File: src/rtl/pixl_arb_pkg.sv
// Shared types and defaults for the pixel FIFO write arbiter.
// Optional feature macro: PIXL_ARB_PRIO0_EN (source 0 high priority).
package pixl_arb_pkg;

  typedef enum logic {
    S_IDLE  = 1'b0,
    S_BURST = 1'b1
  } arb_state_e;

  localparam int B_DEF     = 8;
  localparam int N_DEF     = 4;
  localparam int BURST_DEF = 16;

  // Reset / idle value of the one-hot grant vector (up to 8 sources).
  localparam logic [7:0] ONEHOT0 = 8'h00;

endpackage

File: src/rtl/pixl_fifo_wr_arbiter_if.sv
// Source-side and FIFO-side bundle of the pixel FIFO write arbiter.
// Optional feature macro: PIXL_ARB_PRIO0_EN (no effect on this file).
interface pixl_fifo_wr_arbiter_if
  import pixl_arb_pkg::*;
#(
  parameter int B = B_DEF,
  parameter int N = N_DEF
);

  logic [N-1:0]   req;
  logic [N-1:0]   valid;
  logic [N*B-1:0] wdata;
  logic [N-1:0]   ready;
  logic [N-1:0]   grant;
  logic           busy;
  logic           fifo_full;
  logic           fifo_wr;
  logic [B-1:0]   fifo_wdata;

  modport master (
    input  req, valid, wdata, fifo_full,
    output ready, grant, busy,
    output fifo_wr, fifo_wdata
  );

  modport slave (
    output req, valid, wdata, fifo_full,
    input  ready, grant, busy,
    input  fifo_wr, fifo_wdata
  );

endinterface

File: src/rtl/pixl_rr_pick.sv
// Combinational round-robin picker: first request after `last`.
// Optional feature macro: PIXL_ARB_PRIO0_EN (no effect on this file).
module pixl_rr_pick #(
  parameter int N  = 4,
  parameter int IW = (N > 1) ? $clog2(N) : 1
) (
  input  logic [N-1:0]  req,
  input  logic [IW-1:0] last,
  output logic [N-1:0]  win,
  output logic [IW-1:0] win_idx,
  output logic          any
);

  logic [IW-1:0] j;

  // Scan last+1 .. last+N (mod N) and keep the first hit.
  always_comb begin
    win     = '0;
    win_idx = '0;
    any     = 1'b0;
    j       = '0;
    for (int k = 1; k <= N; k++) begin
      j = IW'((int'(last) + k) % N);
      if (!any && req[j]) begin
        any     = 1'b1;
        win[j]  = 1'b1;
        win_idx = j;
      end
    end
  end

endmodule

File: src/rtl/pixl_fifo_wr_arbiter.sv
// Round-robin burst arbiter for the pixel FIFO write port.
// Optional feature macro: PIXL_ARB_PRIO0_EN (source 0 high priority).
module pixl_fifo_wr_arbiter
  import pixl_arb_pkg::*;
#(
  parameter int B     = B_DEF,
  parameter int N     = N_DEF,
  parameter int BURST = BURST_DEF
) (
  input  logic                   clk,
  input  logic                   reset_n,
  pixl_fifo_wr_arbiter_if.master bus
);

  localparam int IW = (N > 1) ? $clog2(N) : 1;
  localparam int CW = $clog2(BURST + 1);

  arb_state_e    state_q, state_d;
  logic [N-1:0]  grant_q, grant_d;
  logic [CW-1:0] cnt_q, cnt_d;
  logic [IW-1:0] last_q, last_d;
  logic [IW-1:0] idx_q, idx_d;

  logic [N-1:0]  pick_req;
  logic [N-1:0]  win;
  logic [IW-1:0] win_idx;
  logic          any;
  logic          p0_win;
  logic          own_req;
  logic          beat;
  logic          last_beat;

`ifdef PIXL_ARB_PRIO0_EN
  assign p0_win   = bus.req[0];
  assign pick_req = bus.req & ~N'(1);
`else
  assign p0_win   = 1'b0;
  assign pick_req = bus.req;
`endif

  pixl_rr_pick #(
    .N  (N),
    .IW (IW)
  ) u_pick (
    .req     (pick_req),
    .last    (last_q),
    .win     (win),
    .win_idx (win_idx),
    .any     (any)
  );

  assign own_req   = |(bus.req & grant_q);
  assign bus.ready = grant_q & bus.req
                   & {N{~bus.fifo_full}};
  assign beat      = |(bus.valid & bus.ready);
  assign last_beat = beat
                   && (cnt_q == CW'(BURST - 1));

  assign bus.grant      = grant_q;
  assign bus.busy       = (state_q == S_BURST);
  assign bus.fifo_wr    = beat;
  assign bus.fifo_wdata = bus.wdata[idx_q*B +: B];

  // Arbitrate in IDLE, count beats and detect burst end in BURST.
  always_comb begin
    state_d = state_q;
    grant_d = grant_q;
    cnt_d   = cnt_q;
    last_d  = last_q;
    idx_d   = idx_q;
    unique case (state_q)
      S_IDLE: begin
        if (p0_win) begin
          state_d = S_BURST;
          grant_d = N'(1);
          cnt_d   = '0;
          idx_d   = '0;
        end else if (any) begin
          state_d = S_BURST;
          grant_d = win;
          cnt_d   = '0;
          last_d  = win_idx;
          idx_d   = win_idx;
        end
      end
      S_BURST: begin
        if (last_beat || !own_req) begin
          state_d = S_IDLE;
          grant_d = ONEHOT0[N-1:0];
          cnt_d   = '0;
        end else if (beat) begin
          cnt_d = cnt_q + 1'b1;
        end
      end
      default: begin
        state_d = S_IDLE;
        grant_d = ONEHOT0[N-1:0];
        cnt_d   = '0;
      end
    endcase
  end

  // State, grant, beat counter and rotation pointer.
  always_ff @(posedge clk or negedge reset_n) begin
    if (!reset_n) begin
      state_q <= S_IDLE;
      grant_q <= ONEHOT0[N-1:0];
      cnt_q   <= '0;
      last_q  <= IW'(N - 1);
      idx_q   <= '0;
    end else begin
      state_q <= state_d;
      grant_q <= grant_d;
      cnt_q   <= cnt_d;
      last_q  <= last_d;
      idx_q   <= idx_d;
    end
  end

endmodule

File: src/flat_wrapper.sv
// flat-port wrapper written by rule: the top's interface ports become plain ports
module pixl_fifo_wr_arbiter_flat import pixl_arb_pkg::*;
#(
  parameter int B     = B_DEF,
  parameter int N     = N_DEF,
  parameter int BURST = BURST_DEF
)
  (clk, reset_n, bus_req, bus_valid, bus_wdata, bus_fifo_full, bus_ready, bus_grant, bus_busy, bus_fifo_wr, bus_fifo_wdata);
  pixl_fifo_wr_arbiter_if #(.B(B), .N(N)) bus_i ();
  input  logic clk;
  input  logic reset_n;
  input wire logic [$bits(bus_i.req)-1:0] bus_req;
  input wire logic [$bits(bus_i.valid)-1:0] bus_valid;
  input wire logic [$bits(bus_i.wdata)-1:0] bus_wdata;
  input wire logic [$bits(bus_i.fifo_full)-1:0] bus_fifo_full;
  output wire logic [$bits(bus_i.ready)-1:0] bus_ready;
  output wire logic [$bits(bus_i.grant)-1:0] bus_grant;
  output wire logic [$bits(bus_i.busy)-1:0] bus_busy;
  output wire logic [$bits(bus_i.fifo_wr)-1:0] bus_fifo_wr;
  output wire logic [$bits(bus_i.fifo_wdata)-1:0] bus_fifo_wdata;
  assign bus_i.req = bus_req;
  assign bus_i.valid = bus_valid;
  assign bus_i.wdata = bus_wdata;
  assign bus_i.fifo_full = bus_fifo_full;
  assign bus_ready = bus_i.ready;
  assign bus_grant = bus_i.grant;
  assign bus_busy = bus_i.busy;
  assign bus_fifo_wr = bus_i.fifo_wr;
  assign bus_fifo_wdata = bus_i.fifo_wdata;
  pixl_fifo_wr_arbiter #(.B(B), .N(N), .BURST(BURST)) u_core (.clk(clk), .reset_n(reset_n), .bus(bus_i));
endmodule
File: config.mk
export PLATFORM = sky130hd
export DESIGN_NAME = pixl_fifo_wr_arbiter_flat
export DESIGN_NICKNAME = d
export VERILOG_FILES = /design/src/rtl/pixl_arb_pkg.sv /design/src/rtl/pixl_fifo_wr_arbiter_if.sv /design/src/rtl/pixl_rr_pick.sv /design/src/rtl/pixl_fifo_wr_arbiter.sv /design/src/flat_wrapper.sv
export SDC_FILE = /design/constraint.sdc
export NUM_CORES = 1
export LEC_CHECK = 0
export ABC_CLOCK_PERIOD_IN_PS = 6050
export BUFFER_PORTS_ARGS = -buffer_cell sky130_fd_sc_hd__buf_2
export CORE_ASPECT_RATIO = 1.75
export CORE_UTILIZATION = 52
export CTS_CLUSTER_DIAMETER = 30
export DETAILED_ROUTE_END_ITERATION = 7
export PLACE_DENSITY_LB_ADDON = 0.05
export SYNTH_ARGS = -nofsm -noshare
export SYNTH_HDL_FRONTEND = slang
export SYNTH_HIERARCHICAL = 1
export SYNTH_SLANG_ARGS = --single-unit
File: constraint.sdc
create_clock -name clk -period 6.05 [get_ports clk]
set_input_delay 0.605 -clock clk [delete_from_list [all_inputs] [get_ports clk]]
set_output_delay 0.605 -clock clk [all_outputs]
set_load 0.01 [all_outputs]
==> results.sh <==
export IMPL_cp_slowest_cell="dfstp_2"
export IMPL_relSlewSlack_pct=66.9
export IMPL_yosysTopAreaCell="dfrtp_1"
export IMPL_regToRegStartpoint="u_core/last_q[0]"
export IMPL_worstSetupPathType="reg2reg"
export IMPL_fin_skew_ns=0.00633
export IMPL_slowest_delay_ns=0.74
export IMPL_place_ws_ns=3.52
export IMPL_fin_area_mm2=0.00181
export IMPL_core_area_mm2=0.00272
export IMPL_grt_setup_unrepaired="false"
export IMPL_power_density_mw_per_mm2=415
export IMPL_numCtsBuffers=3
export IMPL_maxCapViolCount=0
export IMPL_path_clk_slew_ns=0.06
export IMPL_syn2layout_area_growth_pct=21.1
export IMPL_cts_buffer_depth=2
export IMPL_cp_max_fo=17
export IMPL_final_hold_violation_count=0
export IMPL_tightest_slew_ns=0.497
export IMPL_syn_inst=155
export IMPL_critPathBufInv=1
export IMPL_setup_viol=0
export IMPL_placed_area_mm2=0.00177
export IMPL_avgViaCountPerCell=6.16
export IMPL_synth_ff_type="dfrtp_1"
export IMPL_antenna_found_initial=0
export IMPL_p_leak_uw=0.000894
export IMPL_setup_ws_ns=3.49
export IMPL_vias=1461
export IMPL_avgSynthCellArea_um2=9.66
export IMPL_clk_root_buffer_cell="clkbuf_8"
export IMPL_drive_gt1_share_pct=42.9
export IMPL_ctsHoldBuffers=0
export IMPL_grt_pass1_vias=1378
export IMPL_gp_congestion=0.885
export IMPL_post_cts_resize_count=0
export IMPL_drt_iter0_markers=48
export IMPL_initial_core_util_pct=55.0
export IMPL_die_area_mm2=0.00311
export IMPL_yosysWarnings=6
export IMPL_drt_wirelength_per_cell_um=18.0
export IMPL_path_cells="inv_2 -> ha_1 -> mux2i_4 -> o21ai_1 -> a221o_1 -> mux2i_1 -> o2bb2ai_1"
export IMPL_post_synth_top_count_cell="nand2_1"
export IMPL_ys_seq_elements=14
export IMPL_cp_endpoint="u_core/bus.grant[0]"
export IMPL_grt_max_degree=18
export IMPL_synth_top_area_share_pct=20.1
export IMPL_timing_setup_tns_ns=0
export IMPL_fp_row_count=25
export IMPL_dieWidth_um=42.6
export IMPL_hpwl_mm=3.45
export IMPL_grt_pass1_wl_mm=6.61
export IMPL_required_ns=6.18
export IMPL_grt_use_total_pct=28.3
export IMPL_synth_area_leaders="dfrtp_1, mux4_2, ha_1"
export IMPL_final_util_pct=66.6
export IMPL_ir_drop_mv=0.214
export IMPL_endpoint_kind="flop"
export IMPL_slew_violations=0
export IMPL_clkLatencyLatePin_ns=0.25
export IMPL_reg2reg_to="u_core/bus.grant[0]"
export IMPL_synth_edf_count=0
export IMPL_synthTopCellsByCount="nand2_1, dfrtp_1, ha_1"
export IMPL_clock_sinks=14
export IMPL_critical_path_top_delay_family="flip-flops"
export IMPL_ys_types=46
export IMPL_synth_nets=208
export IMPL_startpoint="u_core/last_q[0]"
export IMPL_firstDrtPassIters=4
export IMPL_drcViolationCount=0
export IMPL_cp_start_kind="flop"
export IMPL_grt_overflow=0
export IMPL_syn_area_mm2=0.00150
export IMPL_async_flop_share_pct=100
export IMPL_crit_arrival_ns=2.69
export IMPL_placed_cells=234
export IMPL_crit_cells=7
export IMPL_nNetsFinal=265
export IMPL_rrSetupSlack_ns=3.49
export IMPL_post_cts_buffers=0
export IMPL_min_period_ns=2.56
export IMPL_min_period_over_period_pct=42.4
export IMPL_postRouteWirelength_mm=4.27
export IMPL_die_h_um=73.0
export IMPL_ant_nets=0
export IMPL_cts_tree="built"
export IMPL_n_antenna_cell=0
export IMPL_htreeDepth=1
export IMPL_reg2regPathDepth=7
export IMPL_final_cells=237
export IMPL_status="finished clean"
export IMPL_holdCritPathClass="in2async"
export IMPL_yosysSeqAreaShare_pct=23.6
export IMPL_numPortBuffers=60
export IMPL_fmax_mhz=390
export IMPL_io_pins=61
==> kinds of logic after synthesis <==
kind of cell               count (synthesis)  synth area share (%)
and+or+nand+nor                           57                  19.3
AOI/OAI and AO/OA                         40                  22.8
buffers and inverters                     17                  6.27
muxes                                     17                  19.7
DFF                                       14                  23.6
adders and majority gates                 10                  8.35
==> layout by cell type (no fill, tap or decap), drive strengths merged, types with 5 or more instances in the layout <==
cell type / count
o21ai: 8
inv: 9
dfrtp: 12
a21oi: 5
nand3: 5
ha: 10
nor2: 10
buf: 60
nand2: 26
mux4: 9
mux2i: 8
==> how the worst min path moves through the flow <==
stage / end / slack (ns) / cells after the start
floorplan: u_core/bus.busy / 0.31 / 0
global placement: u_core/cnt_q[0] / 0.51 / 1
global route: u_core/cnt_q[0] / 0.28 / 1
finish: u_core/cnt_q[3] / 0.25 / 1
detailed placement: u_core/cnt_q[0] / 0.52 / 1
CTS: u_core/cnt_q[2] / 0.26 / 1
==> sequential cells by signal (all words and copies together) (netlist names) <==
name	flops
u_core/cnt_q	5
u_core/last_q	2
u_core/idx_q	2
u_core/bus.grant	4
u_core/bus.busy	1
==> through the flow <==
stage / power, uW / hold slack, ns
final: 752 / 0.248
after global routing: 803 / 0.275
after CTS: 748 / 0.259
after detailed placement: 669 / 0.524
after global placement: 654 / 0.514
after floorplan: 558 / 0.309
==> layout make-up <==
type                       count  area [um2]
multi-input combinational    124        1050
fill                         227         908
sequential                    14         353
timing repair buffer          60         300
clock buffer                   3        41.3
inverter                       9        33.8
tap                           27        33.8
==> per-layer routing <==
metal	track usage [%]	wire [um]	share of wire, %
met5	0	0	0
met4	12.2	58	1.4
met3	1.49	217	5.1
met2	49.2	2450	57
met1	36.0	1540	36
==> worst register-to-register path, delay by kind of cell (launching register included) <==
kind                     cells  cell delay (ns)
buffers and inverters        1             0.15
AO/OA/AOI/OAI                3             0.48
flip-flops                   1             0.74
multiplexers                 2             0.55
adder cells (fa/ha/maj)      1             0.54
==> power by group <==
group	internal (uW)	leakage (uW)	switching, uW
Clock	44.1	0.0000216	33.2
Sequential	126	0.000181	72.9
Combinational	229	0.000692	248
(Power assumes the default switching activity.)
